==> src/rtl/instr_buffer_if.sv <==
// Decode-to-scoreboard handshake bundle for instr_buffer: decode push side,
// presented-instruction side and the next-cycle lookahead fields.
interface instr_buffer_if #(
    parameter int NUM_WARPS = 4,
    parameter int NUM_REGS  = 32,
    parameter int UUID_W    = 44,
    parameter int DATA_W    = 64
);
    localparam int WID_W = $clog2(NUM_WARPS);
    localparam int RW    = $clog2(NUM_REGS);

    logic              dec_valid;
    logic              dec_ready;
    logic [WID_W-1:0]  dec_wid;
    logic [31:0]       dec_pc;
    logic              dec_wb;
    logic [RW-1:0]     dec_rd, dec_rs1, dec_rs2, dec_rs3;
    logic [UUID_W-1:0] dec_uuid;
    logic [DATA_W-1:0] dec_data;

    logic              out_valid;
    logic              out_ready;
    logic [WID_W-1:0]  out_wid;
    logic [31:0]       out_pc;
    logic              out_wb;
    logic [RW-1:0]     out_rd, out_rs1, out_rs2, out_rs3;
    logic [UUID_W-1:0] out_uuid;
    logic [DATA_W-1:0] out_data;

    logic [WID_W-1:0]  out_wid_n;
    logic [RW-1:0]     out_rd_n, out_rs1_n, out_rs2_n, out_rs3_n;

    modport slave (
        input  dec_valid, dec_wid, dec_pc, dec_wb, dec_rd, dec_rs1, dec_rs2, dec_rs3,
               dec_uuid, dec_data, out_ready,
        output dec_ready, out_valid, out_wid, out_pc, out_wb, out_rd, out_rs1, out_rs2,
               out_rs3, out_uuid, out_data, out_wid_n, out_rd_n, out_rs1_n, out_rs2_n, out_rs3_n
    );

    modport master (
        output dec_valid, dec_wid, dec_pc, dec_wb, dec_rd, dec_rs1, dec_rs2, dec_rs3,
               dec_uuid, dec_data, out_ready,
        input  dec_ready, out_valid, out_wid, out_pc, out_wb, out_rd, out_rs1, out_rs2,
               out_rs3, out_uuid, out_data, out_wid_n, out_rd_n, out_rs1_n, out_rs2_n, out_rs3_n
    );
endinterface

==> src/rtl/instr_buffer.sv <==
// Per-warp decoded-instruction FIFOs with round-robin issue into one registered slot.
// Optional stall counter enabled by defining IBUF_PERF_EN.
module instr_buffer #(
    parameter int NUM_WARPS = 4,
    parameter int IBUF_SIZE = 2,
    parameter int NUM_REGS  = 32,
    parameter int UUID_W    = 44,
    parameter int DATA_W    = 64
) (
    input  logic           clk,
    input  logic           reset,
    instr_buffer_if.slave  bus,
    output logic [31:0]    perf_stalls
);
    localparam int WID_W = $clog2(NUM_WARPS);
    localparam int PTR_W = $clog2(IBUF_SIZE);
    localparam int CNT_W = PTR_W + 1;
    localparam int RW    = $clog2(NUM_REGS);

    typedef struct packed {
        logic [31:0]       pc;
        logic              wb;
        logic [RW-1:0]     rd;
        logic [RW-1:0]     rs1;
        logic [RW-1:0]     rs2;
        logic [RW-1:0]     rs3;
        logic [UUID_W-1:0] uuid;
        logic [DATA_W-1:0] data;
    } entry_t;

    entry_t           mem_r    [NUM_WARPS][IBUF_SIZE];
    logic [PTR_W-1:0] rd_ptr_r [NUM_WARPS];
    logic [PTR_W-1:0] wr_ptr_r [NUM_WARPS];
    logic [CNT_W-1:0] count_r  [NUM_WARPS];
    logic [WID_W-1:0] rr_r;
    logic [WID_W-1:0] out_wid_r;
    logic             out_valid_r;
    entry_t           out_ent_r;

    entry_t               dec_ent_s, cand_ent_s, next_ent_s;
    logic [WID_W-1:0]     cand_wid_s, idx_s, next_wid_s;
    logic                 found_s, enq_s, load_s, slot_load_s, bypass_s, push_s, next_valid_s;
    logic [NUM_WARPS-1:0] pop_s, push_vec_s;

    assign dec_ent_s = '{pc: bus.dec_pc, wb: bus.dec_wb, rd: bus.dec_rd, rs1: bus.dec_rs1,
                         rs2: bus.dec_rs2, rs3: bus.dec_rs3, uuid: bus.dec_uuid, data: bus.dec_data};

    // Acceptance looks only at the registered count, so a pop never frees room in the same cycle.
    assign bus.dec_ready = reset & (count_r[bus.dec_wid] != CNT_W'(IBUF_SIZE));
    assign enq_s         = bus.dec_valid & bus.dec_ready;
    assign load_s        = ~out_valid_r | bus.out_ready;

    // Round-robin search: first nonempty warp starting just after the last issued one.
    always_comb begin
        found_s    = 1'b0;
        cand_wid_s = '0;
        idx_s      = '0;
        for (int k = 1; k <= NUM_WARPS; k++) begin
            idx_s = rr_r + WID_W'(k);
            if (!found_s && (count_r[idx_s] != '0)) begin
                found_s    = 1'b1;
                cand_wid_s = idx_s;
            end else begin
                found_s    = found_s;
            end
        end
    end

    assign cand_ent_s = mem_r[cand_wid_s][rd_ptr_r[cand_wid_s]];

    // Next slot contents: queued candidate first, then bypass of the incoming push, else drain.
    always_comb begin
        bypass_s     = 1'b0;
        slot_load_s  = 1'b0;
        pop_s        = '0;
        next_valid_s = out_valid_r;
        next_ent_s   = out_ent_r;
        next_wid_s   = out_wid_r;
        if (load_s) begin
            if (found_s) begin
                slot_load_s         = 1'b1;
                next_valid_s        = 1'b1;
                next_ent_s          = cand_ent_s;
                next_wid_s          = cand_wid_s;
                pop_s[cand_wid_s]   = 1'b1;
            end else if (enq_s) begin
                slot_load_s  = 1'b1;
                bypass_s     = 1'b1;
                next_valid_s = 1'b1;
                next_ent_s   = dec_ent_s;
                next_wid_s   = bus.dec_wid;
            end else begin
                next_valid_s = 1'b0;
            end
        end else begin
            next_valid_s = out_valid_r;
        end
    end

    assign push_s     = enq_s & ~bypass_s;
    assign push_vec_s = push_s ? (NUM_WARPS'(1) << bus.dec_wid) : '0;

    // FIFO bookkeeping: pointers wrap naturally, count tracks push minus pop.
    always_ff @(posedge clk) begin
        if (!reset) begin
            for (int w = 0; w < NUM_WARPS; w++) begin
                rd_ptr_r[w] <= '0;
                wr_ptr_r[w] <= '0;
                count_r[w]  <= '0;
            end
        end else begin
            for (int w = 0; w < NUM_WARPS; w++) begin
                if (push_vec_s[w]) wr_ptr_r[w] <= wr_ptr_r[w] + PTR_W'(1);
                if (pop_s[w])      rd_ptr_r[w] <= rd_ptr_r[w] + PTR_W'(1);
                count_r[w] <= count_r[w] + CNT_W'(push_vec_s[w]) - CNT_W'(pop_s[w]);
            end
        end
    end

    // Entry storage; contents are only meaningful below the count, so no reset needed.
    always_ff @(posedge clk) begin
        if (push_s) mem_r[bus.dec_wid][wr_ptr_r[bus.dec_wid]] <= dec_ent_s;
    end

    // Output slot and round-robin pointer, which moves only when the slot is loaded.
    always_ff @(posedge clk) begin
        if (!reset) begin
            out_valid_r <= 1'b0;
            out_ent_r   <= '0;
            out_wid_r   <= '0;
            rr_r        <= '0;
        end else begin
            out_valid_r <= next_valid_s;
            out_ent_r   <= next_ent_s;
            out_wid_r   <= next_wid_s;
            if (slot_load_s) rr_r <= next_wid_s;
        end
    end

    assign bus.out_valid = out_valid_r;
    assign bus.out_wid   = out_wid_r;
    assign bus.out_pc    = out_ent_r.pc;
    assign bus.out_wb    = out_ent_r.wb;
    assign bus.out_rd    = out_ent_r.rd;
    assign bus.out_rs1   = out_ent_r.rs1;
    assign bus.out_rs2   = out_ent_r.rs2;
    assign bus.out_rs3   = out_ent_r.rs3;
    assign bus.out_uuid  = out_ent_r.uuid;
    assign bus.out_data  = out_ent_r.data;

    // Lookahead is zero under reset so it still matches the slot one edge later.
    assign bus.out_wid_n = reset ? next_wid_s     : '0;
    assign bus.out_rd_n  = reset ? next_ent_s.rd  : '0;
    assign bus.out_rs1_n = reset ? next_ent_s.rs1 : '0;
    assign bus.out_rs2_n = reset ? next_ent_s.rs2 : '0;
    assign bus.out_rs3_n = reset ? next_ent_s.rs3 : '0;

`ifdef IBUF_PERF_EN
    logic [31:0] stalls_r;

    // Saturating count of cycles where a presented instruction is held back.
    always_ff @(posedge clk) begin
        if (!reset) begin
            stalls_r <= 32'd0;
        end else if (out_valid_r && !bus.out_ready && (stalls_r != 32'hFFFF_FFFF)) begin
            stalls_r <= stalls_r + 32'd1;
        end
    end

    assign perf_stalls = stalls_r;
`else
    assign perf_stalls = 32'd0;
`endif
endmodule

==> src/flat_wrapper.sv <==
// flat-port wrapper written by rule: the top's interface ports become plain ports
module instr_buffer_flat 
#(
    parameter int NUM_WARPS = 4,
    parameter int IBUF_SIZE = 2,
    parameter int NUM_REGS  = 32,
    parameter int UUID_W    = 44,
    parameter int DATA_W    = 64
)
  (clk, reset, perf_stalls, bus_dec_valid, bus_dec_wid, bus_dec_pc, bus_dec_wb, bus_dec_rd, bus_dec_rs1, bus_dec_rs2, bus_dec_rs3, bus_dec_uuid, bus_dec_data, bus_out_ready, bus_dec_ready, bus_out_valid, bus_out_wid, bus_out_pc, bus_out_wb, bus_out_rd, bus_out_rs1, bus_out_rs2, bus_out_rs3, bus_out_uuid, bus_out_data, bus_out_wid_n, bus_out_rd_n, bus_out_rs1_n, bus_out_rs2_n, bus_out_rs3_n);
  instr_buffer_if #(.NUM_WARPS(NUM_WARPS), .NUM_REGS(NUM_REGS), .UUID_W(UUID_W), .DATA_W(DATA_W)) bus_i ();
  input  logic clk;
  input  logic reset;
  output logic [31:0] perf_stalls;
  input wire logic [$bits(bus_i.dec_valid)-1:0] bus_dec_valid;
  input wire logic [$bits(bus_i.dec_wid)-1:0] bus_dec_wid;
  input wire logic [$bits(bus_i.dec_pc)-1:0] bus_dec_pc;
  input wire logic [$bits(bus_i.dec_wb)-1:0] bus_dec_wb;
  input wire logic [$bits(bus_i.dec_rd)-1:0] bus_dec_rd;
  input wire logic [$bits(bus_i.dec_rs1)-1:0] bus_dec_rs1;
  input wire logic [$bits(bus_i.dec_rs2)-1:0] bus_dec_rs2;
  input wire logic [$bits(bus_i.dec_rs3)-1:0] bus_dec_rs3;
  input wire logic [$bits(bus_i.dec_uuid)-1:0] bus_dec_uuid;
  input wire logic [$bits(bus_i.dec_data)-1:0] bus_dec_data;
  input wire logic [$bits(bus_i.out_ready)-1:0] bus_out_ready;
  output wire logic [$bits(bus_i.dec_ready)-1:0] bus_dec_ready;
  output wire logic [$bits(bus_i.out_valid)-1:0] bus_out_valid;
  output wire logic [$bits(bus_i.out_wid)-1:0] bus_out_wid;
  output wire logic [$bits(bus_i.out_pc)-1:0] bus_out_pc;
  output wire logic [$bits(bus_i.out_wb)-1:0] bus_out_wb;
  output wire logic [$bits(bus_i.out_rd)-1:0] bus_out_rd;
  output wire logic [$bits(bus_i.out_rs1)-1:0] bus_out_rs1;
  output wire logic [$bits(bus_i.out_rs2)-1:0] bus_out_rs2;
  output wire logic [$bits(bus_i.out_rs3)-1:0] bus_out_rs3;
  output wire logic [$bits(bus_i.out_uuid)-1:0] bus_out_uuid;
  output wire logic [$bits(bus_i.out_data)-1:0] bus_out_data;
  output wire logic [$bits(bus_i.out_wid_n)-1:0] bus_out_wid_n;
  output wire logic [$bits(bus_i.out_rd_n)-1:0] bus_out_rd_n;
  output wire logic [$bits(bus_i.out_rs1_n)-1:0] bus_out_rs1_n;
  output wire logic [$bits(bus_i.out_rs2_n)-1:0] bus_out_rs2_n;
  output wire logic [$bits(bus_i.out_rs3_n)-1:0] bus_out_rs3_n;
  assign bus_i.dec_valid = bus_dec_valid;
  assign bus_i.dec_wid = bus_dec_wid;
  assign bus_i.dec_pc = bus_dec_pc;
  assign bus_i.dec_wb = bus_dec_wb;
  assign bus_i.dec_rd = bus_dec_rd;
  assign bus_i.dec_rs1 = bus_dec_rs1;
  assign bus_i.dec_rs2 = bus_dec_rs2;
  assign bus_i.dec_rs3 = bus_dec_rs3;
  assign bus_i.dec_uuid = bus_dec_uuid;
  assign bus_i.dec_data = bus_dec_data;
  assign bus_i.out_ready = bus_out_ready;
  assign bus_dec_ready = bus_i.dec_ready;
  assign bus_out_valid = bus_i.out_valid;
  assign bus_out_wid = bus_i.out_wid;
  assign bus_out_pc = bus_i.out_pc;
  assign bus_out_wb = bus_i.out_wb;
  assign bus_out_rd = bus_i.out_rd;
  assign bus_out_rs1 = bus_i.out_rs1;
  assign bus_out_rs2 = bus_i.out_rs2;
  assign bus_out_rs3 = bus_i.out_rs3;
  assign bus_out_uuid = bus_i.out_uuid;
  assign bus_out_data = bus_i.out_data;
  assign bus_out_wid_n = bus_i.out_wid_n;
  assign bus_out_rd_n = bus_i.out_rd_n;
  assign bus_out_rs1_n = bus_i.out_rs1_n;
  assign bus_out_rs2_n = bus_i.out_rs2_n;
  assign bus_out_rs3_n = bus_i.out_rs3_n;
  instr_buffer #(.NUM_WARPS(NUM_WARPS), .IBUF_SIZE(IBUF_SIZE), .NUM_REGS(NUM_REGS), .UUID_W(UUID_W), .DATA_W(DATA_W)) u_core (.clk(clk), .reset(reset), .bus(bus_i), .perf_stalls(perf_stalls));
endmodule
==> config.mk <==
export PLATFORM = sky130hd
export DESIGN_NAME = instr_buffer_flat
export DESIGN_NICKNAME = d
export VERILOG_FILES = /design/src/rtl/instr_buffer_if.sv /design/src/rtl/instr_buffer.sv /design/src/flat_wrapper.sv
export SDC_FILE = /design/constraint.sdc
export NUM_CORES = 2
export LEC_CHECK = 0
export ABC_AREA = 1
export BUFFER_PORTS_ARGS = -buffer_cell sky130_fd_sc_hd__buf_4
export CORE_ASPECT_RATIO = 2
export CORE_UTILIZATION = 55
export DETAILED_ROUTE_END_ITERATION = 8
export PLACE_DENSITY_LB_ADDON = 0.05
export SYNTH_ARGS = -nofsm -noshare
export SYNTH_HDL_FRONTEND = slang
export SYNTH_SLANG_ARGS = --single-unit
==> constraint.sdc <==
create_clock -name clk -period 16.7 [get_ports clk]
set_input_delay 3.34 -clock clk [delete_from_list [all_inputs] [get_ports clk]]
set_output_delay 3.34 -clock clk [all_outputs]
set_load 0.05 [all_outputs]
==> qor.yml <==
numCtsBuffers: 133
fp.dieW_um: 237.0
status: "completed"
cpPeakStageDelay_ns: 0.99
min_path_type: "reg -> reg"
cp_common_cell: "nand2_1"
area_growth_pct: 12.81
synth.area.top_cells: "edfxtp_1 64%, nand2_1 15%, dfxtp_1 6.0%"
synth_cells: 5749
cts-resized-gates: 0
core-area_um2: 109500
clock_latency_ns: 0.76
first_pass_iters: 6
grt_max_degree: 219
dp_hpwl_um: 79340
instances_no_fill: 7441
grt_use_total_pct: 29.05
avgSynthCellArea_um2: 10.56
ant_nets: 0
relSlewSlack_pct: 6.637
crit_type: "reg -> out"
start_kind: "register"
ys_types: 38
critPathArrivalTime_ns: 7.09
ys_seq_area_share_pct: 69.79
dieArea_um2: 111800
num-fill-cells: 8763
portBuffers: 353
synth_warnings: 0
drt-initial-drc-count: 3195
hold_viol_final: 0
clock_skew_ns: 0.02796
netlist_area_um2: 60730
netlist.area_leader.share_pct: 63.79
design_area_um2: 68510
drv_slew: 0
cts.path.max_buffers: 3
r2r_end: "u_core.bus.out_uuid[22]"
root_buffer: "clkbuf_16"
placed_cell_area_um2: 64060
fmax_mhz: 95.86
cp-end-kind: "output pin"
nets: 6109
fin_crit_sh_pct: 62.46
placementRows: 172
crit_required_ns: 13.36
io_pins: 386
vias: 42524
path_buf_inv: 6
synth_top_area_cell: "edfxtp_1"
ctsHoldBuffers: 0
final_common_cell: "nand2_1"
rsz0062_at_grt: "no"
path_delay_family: "buffers and inverters"
drive_gt1_share_pct: 10.70
drc: 0
worstMarginPinSlew_ns: 1.400
start_util_pct: 55.44
dp_cells: 7191
rr_startpoint: "u_core.rr_r[0]"
antenna_found_initial: 15
wirelength_um: 162800
avgViaCountPerCell: 5.715
grt_pass1_vias: 40737
layout_min_cycle_time_ns: 10.43
ys_seq_elements: 1472
crit_fanout: 100
grt_overflow: 0
r2r_setup_slack_ns: 10.06
die_h_um: 471.9
cts_tree: "built"
layout_common_cells: "2,409 x nand2_1, 1,290 x edfxtp_1, 449 x nand3_1"
path_clk_slew_ns: 0.07
htree_num_levels: 4
worstHoldStart: "u_core.rd_ptr_r[2]"
cp_cell_sequence: "inv_2, nand2_1, nand2_2, nand2_1, nand2_1, nor2_1, nand3_4, nand3_4, buf_4, buf_4, buf_4, nand2_1, nand2_1, nand2_1, nand2_1, inv_1, nand2_1, nand3_1, nand2_1, a21oi_1, buf_4"
post_drt_wl_per_cell_um: 21.88
min_path_cells: 1
rr_worst_depth: 19
cts.sinks: 1472
setup_viol: 0
max_cap_violations: 0
crit_slowest_cell: "buf_4"
grt_pass1_wl_um: 244600
gp_congestion: 0.8552
cts_setup_buffers: 0
fin_tns_setup_ns: 0
hold_path_end: "u_core.rd_ptr_r[2]"
## state kept, by name (all words and copies together), names as in the netlist, 4 cells and up, named ones only
| register | count |
|---|---|
| u_core.bus.out_rs3 | 5 |
| u_core.bus.out_rd | 5 |
| u_core.bus.out_pc | 32 |
| u_core.count_r | 8 |
| u_core.mem_r | 1288 |
| u_core.bus.out_uuid | 44 |
| u_core.rd_ptr_r | 4 |
| u_core.wr_ptr_r | 4 |
| u_core.bus.out_rs2 | 5 |
| u_core.bus.out_data | 64 |
| u_core.bus.out_rs1 | 5 |
## Yosys cell counts
master and n:
buf_1 45, nor3_2 2, nand2_1 2411, buf_6 1, xor2_1 4, a22oi_1 2
o211ai_1 2, a31oi_1 2, a21oi_1 351, buf_4 58, nand4_2 1, inv_4 1
o22ai_1 4, nor2_2 2, inv_1 239, nand3_2 2, nor2_4 2, buf_2 136
o21bai_1 1, nand2_2 2, or2_2 1, nor4_1 1, nor3_1 4, edfxtp_1 1290
nand4_1 184, inv_2 4, o21ai_2 1, dfxtp_1 182, o2111ai_1 1, o21ai_1 1
a21oi_4 1, conb_1 1, o21ai_0 175, ha_1 8, nand3_1 449, clkinv_1 1
nor2_1 24, clkbuf_1 153
## worst register-to-register path, delay by kind of cell (launching register included)
family	cells	cell delay (ns)
buffers and inverters	4	2.71
AND/OR/NAND/NOR	13	3.05
AO/OA/AOI/OAI	2	0.21
flip-flops	1	0.59
## routing by layer
metal / global-route usage, % / routed length [um] / part of all wire, % / vias to the layer above
li1: - / - / - / 19825
met1: 36.44 / 64140 / 39 / 20824
met2: 50.09 / 81040 / 50 / 1572
met3: 6.500 / 13380 / 8.2 / 281
met4: 8.674 / 4091 / 2.5 / 22
met5: 0 / 140 / 0.086 / -
## per-stage QoR
stage	utilization (%)	setup WS [ns]	hold WS, ns
6_report	62.54	6.268	0.4630
5_1_grt	62.54	5.895	0.4706
3_5_place_dp	58.48	7.095	0.4435
2_1_floorplan	-	0.6134	0.4223
3_3_place_gp	58.48	7.158	0.4446
4_1_cts	62.53	6.328	0.4572
## cell type report
cell class | instances | area, um^2 | share of cell area, %
multi-input cells | 3670 | 15770 | 23.02
clock inverters | 63 | 623.1 | 0.9095
well taps | 1392 | 1742 | 2.542
inverters | 245 | 945.9 | 1.381
repair buffers | 412 | 3222 | 4.703
diodes | 5 | 12.51 | 0.01826
flip-flops and latches | 1472 | 42380 | 61.86
clock buffers | 182 | 3810 | 5.561
## worst max path at each step
stage	from	endpoint	slack, ns	cells past startpoint
after floorplan	bus_dec_wid[0]	u_core.mem_r[1][0]	0.61	11
after global placement	bus_dec_wid[1]	bus_out_wid_n[1]	7.16	15
after detailed placement	bus_dec_wid[1]	bus_out_wid_n[1]	7.10	15
after CTS	u_core.rr_r[0]	bus_out_rd_n[1]	6.33	21
after global routing	u_core.rr_r[0]	bus_out_rd_n[1]	5.90	21
final	u_core.rr_r[0]	bus_out_rd_n[1]	6.27	21
## cell families (layout without fill, tap and decap cells)
group	count (synthesis)	after routing	share of synthesized area, %
buf+inv	638	902	4.599
fa+ha+maj	8	8	0.1648
simple gates	3085	3085	20.86
flops	1472	1472	69.79
other cells	1	37	0.006175
compound gates	541	541	4.522
xor+xnor	4	4	0.05768
Power is left out: the tool's default activity adds up to more than one toggle a clock period on the data nets, which glitch-free logic cannot reach.
